--- src/rtl/barrel_shifter_pkg.sv ---
// Shared definitions for the pipelined barrel shifter: operation encodings
// and the per-stage shift distance helper.
package barrel_shifter_pkg;

  // Operation encodings carried on in_mode; 101..111 pass data through.
  localparam logic [2:0] MODE_LSL = 3'b000;
  localparam logic [2:0] MODE_LSR = 3'b001;
  localparam logic [2:0] MODE_ASR = 3'b010;
  localparam logic [2:0] MODE_ROR = 3'b011;
  localparam logic [2:0] MODE_ROL = 3'b100;

  // Stages are ordered MSB first, so stage k of n handles weight 2^(n-1-k).
  function automatic int shift_dist(input int k, input int n);
    return 1 << (n - 1 - k);
  endfunction

endpackage

--- src/rtl/barrel_shift_stage.sv ---
// One binary-weighted shifter stage: shifts by DIST when its shamt bit is set,
// updates the carry-out, and registers the result behind a valid/ready slot.
module barrel_shift_stage
  import barrel_shifter_pkg::*;
#(
  parameter int WIDTH = 32,
  parameter int TAG_W = 4,
  parameter int DIST  = 16
) (
  input  logic                     clk,
  input  logic                     rst,
  input  logic                     ready,
  input  logic                     in_valid,
  input  logic [WIDTH-1:0]         in_data,
  input  logic [2:0]               in_mode,
  input  logic [$clog2(WIDTH)-1:0] in_shamt,
  input  logic                     in_sign,
  input  logic                     in_carry,
  input  logic [TAG_W-1:0]         in_tag,
  output logic                     out_valid,
  output logic [WIDTH-1:0]         out_data,
  output logic [2:0]               out_mode,
  output logic [$clog2(WIDTH)-1:0] out_shamt,
  output logic                     out_sign,
  output logic                     out_carry,
  output logic [TAG_W-1:0]         out_tag
);

  // Shamt bit this stage is responsible for.
  localparam int BIT = $clog2(DIST);

  logic [WIDTH-1:0]         shifted;
  logic                     carry_next;
  logic                     valid_reg;
  logic [WIDTH-1:0]         data_reg;
  logic [2:0]               mode_reg;
  logic [$clog2(WIDTH)-1:0] shamt_reg;
  logic                     sign_reg;
  logic                     carry_reg;
  logic [TAG_W-1:0]         tag_reg;

  // Shift by DIST when selected; the carry is only replaced by a stage that
  // really shifts, so shamt 0 and reserved modes keep the incoming 0.
  always_comb begin
    shifted    = in_data;
    carry_next = in_carry;
    if (in_shamt[BIT]) begin
      case (in_mode)
        MODE_LSL: begin
          shifted    = in_data << DIST;
          carry_next = in_data[WIDTH-DIST];
        end
        MODE_LSR: begin
          shifted    = in_data >> DIST;
          carry_next = in_data[DIST-1];
        end
        MODE_ASR: begin
          // Fill from the latched original MSB, not this stage's MSB.
          shifted    = {{DIST{in_sign}}, in_data[WIDTH-1:DIST]};
          carry_next = in_data[DIST-1];
        end
        MODE_ROR: begin
          shifted    = {in_data[DIST-1:0], in_data[WIDTH-1:DIST]};
          carry_next = in_data[DIST-1];
        end
        MODE_ROL: begin
          shifted    = {in_data[WIDTH-DIST-1:0], in_data[WIDTH-1:WIDTH-DIST]};
          carry_next = in_data[WIDTH-DIST];
        end
        default: begin
          shifted    = in_data;
          carry_next = in_carry;
        end
      endcase
    end
  end

  // Pipeline slot: loads whenever this stage is ready, otherwise holds every field.
  always_ff @(posedge clk) begin
    if (rst) begin
      valid_reg <= 1'b0;
      data_reg  <= '0;
      mode_reg  <= '0;
      shamt_reg <= '0;
      sign_reg  <= 1'b0;
      carry_reg <= 1'b0;
      tag_reg   <= '0;
    end else if (ready) begin
      valid_reg <= in_valid;
      data_reg  <= shifted;
      mode_reg  <= in_mode;
      shamt_reg <= in_shamt;
      sign_reg  <= in_sign;
      carry_reg <= carry_next;
      tag_reg   <= in_tag;
    end
  end

  assign out_valid = valid_reg;
  assign out_data  = data_reg;
  assign out_mode  = mode_reg;
  assign out_shamt = shamt_reg;
  assign out_sign  = sign_reg;
  assign out_carry = carry_reg;
  assign out_tag   = tag_reg;

endmodule

--- src/rtl/barrel_shifter_pipe.sv ---
// Pipelined barrel shifter (LSL/LSR/ASR/ROR/ROL) with one registered stage per
// shamt bit, a combinational ready chain, and a pass-through tag.
module barrel_shifter_pipe
  import barrel_shifter_pkg::*;
#(
  parameter int WIDTH = 32,
  parameter int TAG_W = 4
) (
  input  logic                     clk,
  input  logic                     rst,
  input  logic                     in_valid,
  output logic                     in_ready,
  input  logic [WIDTH-1:0]         in_data,
  input  logic [$clog2(WIDTH)-1:0] in_shamt,
  input  logic [2:0]               in_mode,
  input  logic [TAG_W-1:0]         in_tag,
  output logic                     out_valid,
  input  logic                     out_ready,
  output logic [WIDTH-1:0]         out_data,
  output logic                     out_carry,
  output logic [TAG_W-1:0]         out_tag
);

  localparam int SHAMT_W = $clog2(WIDTH);
  localparam int N       = SHAMT_W;

  // Index 0 is the input port; index k+1 is the register of stage k.
  logic                 valid_s     [0:N];
  logic [WIDTH-1:0]     data_s      [0:N];
  logic [2:0]           mode_s      [0:N];
  logic [SHAMT_W-1:0]   shamt_s     [0:N];
  logic                 sign_s      [0:N];
  logic                 carry_s     [0:N];
  logic [TAG_W-1:0]     tag_s       [0:N];
  logic                 stage_ready [0:N];

  assign valid_s[0]     = in_valid;
  assign data_s[0]      = in_data;
  assign mode_s[0]      = in_mode;
  assign shamt_s[0]     = in_shamt;
  assign sign_s[0]      = in_data[WIDTH-1];
  assign carry_s[0]     = 1'b0;
  assign tag_s[0]       = in_tag;
  assign stage_ready[N] = out_ready;

  genvar gi;
  generate
    for (gi = 0; gi < N; gi++) begin : g_stage
      // An empty stage always accepts, so bubbles collapse under a stall.
      assign stage_ready[gi] = ~valid_s[gi+1] | stage_ready[gi+1];

      barrel_shift_stage #(
        .WIDTH (WIDTH),
        .TAG_W (TAG_W),
        .DIST  (shift_dist(gi, N))
      ) u_stage (
        .clk       (clk),
        .rst       (rst),
        .ready     (stage_ready[gi]),
        .in_valid  (valid_s[gi]),
        .in_data   (data_s[gi]),
        .in_mode   (mode_s[gi]),
        .in_shamt  (shamt_s[gi]),
        .in_sign   (sign_s[gi]),
        .in_carry  (carry_s[gi]),
        .in_tag    (tag_s[gi]),
        .out_valid (valid_s[gi+1]),
        .out_data  (data_s[gi+1]),
        .out_mode  (mode_s[gi+1]),
        .out_shamt (shamt_s[gi+1]),
        .out_sign  (sign_s[gi+1]),
        .out_carry (carry_s[gi+1]),
        .out_tag   (tag_s[gi+1])
      );
    end
  endgenerate

  assign in_ready  = stage_ready[0];
  assign out_valid = valid_s[N];
  assign out_data  = data_s[N];
  assign out_carry = carry_s[N];
  assign out_tag   = tag_s[N];

endmodule

--- config.mk ---
export PLATFORM = sky130hd
export DESIGN_NAME = barrel_shifter_pipe
export DESIGN_NICKNAME = d
export VERILOG_FILES = /design/src/rtl/barrel_shifter_pkg.sv /design/src/rtl/barrel_shift_stage.sv /design/src/rtl/barrel_shifter_pipe.sv
export SDC_FILE = /design/constraint.sdc
export NUM_CORES = 1
export LEC_CHECK = 0
export CAP_MARGIN = 10
export CORE_AREA = 2 2 176 135
export DETAILED_ROUTE_END_ITERATION = 6
export DIE_AREA = 0 0 178 137
export PLACE_DENSITY_LB_ADDON = 0.05
export SETUP_SLACK_MARGIN = 0.05
export SYNTH_ARGS = -nofsm -noshare
export SYNTH_HDL_FRONTEND = slang
export SYNTH_SLANG_ARGS = --single-unit
--- constraint.sdc ---
create_clock -name clk -period 2.1 [get_ports clk]
set_input_delay 0.525 -clock clk [delete_from_list [all_inputs] [get_ports clk]]
set_output_delay 0.525 -clock clk [all_outputs]
set_load 0.02 [all_outputs]
==> flow_summary.toml <==
[route]
detailedRoute.firstIterationViolations = 1255
ant_nets = 0
drt_pass1_iterations = 7
detail_route.wl_per_cell_um = 18.3
total_via_count_after_detailed_routing = 10769
drt_drc_violations_left = 5
route.final.wire_length_mm = 31.9
drt-vias-per-instance = 6.17

[yosys]
synth_area_leaders = "sky130_fd_sc_hd__dfxtp_1 39%, sky130_fd_sc_hd__nand2_1 5.7%, sky130_fd_sc_hd__a21oi_1 5.0%"
post_synth_num_cell_types = 48
yosysSeqAreaShare_pct = 38.7
syn-instance-count = 1414
synth-edff-count = 0
synthesis.nets = 1462
yosys_warnings = 0
synth.largest_area_cell = "sky130_fd_sc_hd__dfxtp_1"
dominantRegCellSynth = "sky130_fd_sc_hd__dfxtp_1"
synth.avg_cell_area_sq_um = 7.91
synth_top_cell_area_share_pct = 38.7
synth_seq_cells = 216
ys_top_cells_by_count = "216 x sky130_fd_sc_hd__dfxtp_1, 171 x sky130_fd_sc_hd__nand2_1, 113 x sky130_fd_sc_hd__nor2_1"
syn-cell-area_sq_mm = 0.0112
synth_async_sr_flop_share_pct = 0
post-synth-top-count-cell = "sky130_fd_sc_hd__dfxtp_1"

[global_routing]
largest_net_degree_at_the_start_of_global_routing = 77
met2_usage_pct = 36.7
grt_pass1_vias = 9595
busiest_grt_layer = "met1"
first_pass_grt_wire_length_mm = 52.4
grt.overflow.total = 0
grtUsageMet1_pct = 42.4
grt_antenna_before_repair = 0
globalRouteMet3Util_pct = 4.11
grt_usage_pct = 26.4

[place]
portBuffers = 86
preCtsSetupSlack_ns = -0.416
hpwlAfterDp_mm = 22.5
gp_congestion = 0.924

[power]
p_leak_nw = 4.73
pwr_cell_area_mw_per_mm2 = 755
ir_drop_uv = 659
totalPowerFinal_mw = 9.90

[setup_path]
worstPathMaxFanout = 2
worst-endpoint-arrival_ns = 1.46
timing.critical_path.cells = "clkdlybuf4s50_1"
rr_startpoint = "g_stage[1].u_stage.out_valid$_SDFFE_PP0P_"
regToRegSetupSlack_ns = 0.36
critical_path.endpoint_type = "output pin"
worst_path_largest_cell_delay_ns = 0.61
worstSetupStartpoint = "g_stage[4].u_stage.out_tag[1]$_SDFFE_PP0P_"
worst_path_max_delay_cell = "sky130_fd_sc_hd__clkdlybuf4s50_1"
cp-start-kind = "flop"
family_with_the_most_delay_on_the_worst_path = "buffers and inverters"
crit_path_end = "out_tag[1]"
r2r-end = "g_stage[0].u_stage.out_data[22]$_SDFFE_PP0P_"
cp.depth = 1
worst-setup-path-type = "reg -> out"
required_time_reported_for_the_critical_path_endpoint_ns = 1.57
timing.critical_path.buf_inv = 1
r2r.worst_path.cells = 6

[sta]
final.min_clock_period_ns = 1.99
final_max_slew_viol_count = 0
final.hold.worst_slack_ns = 0.444
maxSlewHeadroom_pct = 60.1
layout_worst_path_cycle_share_pct = 94.7
layout_setup_ws_ns = 0.111
tightest_slew_ns = 0.598
timing.final.hold_violations = 0
setup_violations = 0
skew_ns = 0.0129
fmax_mhz = 503
setup_repair_after_global_routing_missed_its_margin = "no"

[floorplan]
dieHeight_um = 137
rows = 48
die_width_um = 178
top_level_ports = 87
design.core.area_sq_mm = 0.0226
die_area_sq_mm = 0.0244
floorplan.initialDensity_pct = 49.4

[cts]
cts_repair_resized_insts = 7
clk-insertion-delay-late_ns = 0.52
postCtsHoldBufs = 0
tritoncts_num_sinks = 216
clock_tree_from_tritoncts = "yes"
h-tree-depth = 1
clk_root_buffer_cell = "sky130_fd_sc_hd__clkbuf_16"
postCtsSetupBuffers = 0
clk_pin_slew_ns = 0.06
cts-root-to-sink-buffers = 3
tritoncts_buffer_count = 22

[final_layout]
layout-area-overhead-vs-synth_pct = 17.3
antennaDiodeCount = 0
layout_cells_sized_above_1_pct = 11.9
num-nets-final = 1476

[status]
outcome = "complete, but fails checks"
violations = "design-rule violations"

[min_path]
min-delay-path-class = "reg -> reg"

[run]
drv_cap = 0
[routing by layer]
| metal | routed length, um | part of all wire [%] |
|---|---|---|
| met5 | 0 | 0 |
| met4 | 419 | 1.3 |
| met3 | 2270 | 7.1 |
| met2 | 13000 | 41 |
| met1 | 16200 | 51 |
[cell families after synthesis]
| kind of cell | share of synthesized area (%) |
|---|---|
| AOI/OAI and AO/OA | 33.8 |
| DFF | 38.7 |
| muxes | 0.0895 |
| buffers and inverters | 8.17 |
| and+or+nand+nor | 19.3 |
[worst min path at each step]
stage / start / end / slack (ns) / depth (start not counted)
finish: g_stage[4].u_stage.out_data[14]$_SDFFE_PP0P_ / g_stage[4].u_stage.out_data[14]$_SDFFE_PP0P_ / 0.44 / 2
global route: g_stage[1].u_stage.out_tag[3]$_SDFFE_PP0P_ / g_stage[1].u_stage.out_tag[3]$_SDFFE_PP0P_ / 0.47 / 2
CTS: g_stage[4].u_stage.out_data[14]$_SDFFE_PP0P_ / g_stage[4].u_stage.out_data[14]$_SDFFE_PP0P_ / 0.45 / 2
detailed placement: g_stage[4].u_stage.out_data[14]$_SDFFE_PP0P_ / g_stage[4].u_stage.out_data[14]$_SDFFE_PP0P_ / 0.44 / 2
global placement: g_stage[4].u_stage.out_data[5]$_SDFFE_PP0P_ / g_stage[4].u_stage.out_data[5]$_SDFFE_PP0P_ / 0.44 / 2
floorplan: g_stage[4].u_stage.out_data[0]$_SDFFE_PP0P_ / g_stage[4].u_stage.out_data[0]$_SDFFE_PP0P_ / 0.43 / 2
[layout make-up]
| type | count | area (sq um) |
|---|---|---|
| sequential | 216 | 4330 |
| clock buffer | 33 | 652 |
| inverter | 9 | 33.8 |
| multi-input combinational | 1015 | 5960 |
| timing repair buffer | 164 | 1670 |
| fill | 2126 | 9530 |
| tap | 300 | 375 |
| clock inverter | 7 | 98.8 |
[registers in the layout, summed over array words and instances, names as in the netlist]
register and count:
g_stage.u_stage.out_data 160, g_stage.u_stage.out_mode 12, g_stage.u_stage.out_sign 4, g_stage.u_stage.out_shamt 10
g_stage.u_stage.out_valid 5, g_stage.u_stage.out_tag 20, g_stage.u_stage.out_carry 5
[through the flow]
step           area, sq um  instances  utilization, %  TNS [ns]
3_5_place_dp         12400       1704            54.6    -16.92
4_1_cts              13100       1744            57.9         0
2_1_floorplan        11200       1414               -         0
5_1_grt              13100       1744            57.9         0
3_3_place_gp         12400       1704            54.6    -15.02
6_report             13100       1744            57.9         0
[layout by cell type, fill, tap and decap left out, types with 46 or more instances in the layout]
master	n
sky130_fd_sc_hd__nor2_1	111
sky130_fd_sc_hd__clkdlybuf4s50_1	82
sky130_fd_sc_hd__o21ai_0	97
sky130_fd_sc_hd__nand2_1	170
sky130_fd_sc_hd__a21oi_1	111
sky130_fd_sc_hd__buf_4	62
sky130_fd_sc_hd__a22o_1	46
sky130_fd_sc_hd__nor3_1	53
sky130_fd_sc_hd__or3_1	83
sky130_fd_sc_hd__a211oi_1	52
sky130_fd_sc_hd__dfxtp_1	215
sky130_fd_sc_hd__o21ai_1	93
[where the power goes]
part / internal (mW) / leakage [nW] / switching, mW / total [mW]
sequential: 4.31 / 1.77 / 0.260 / 4.57
clock: 2.40 / 0.367 / 1.67 / 4.07
combinational: 0.605 / 2.59 / 0.664 / 1.27
(Power assumes the default switching activity.)
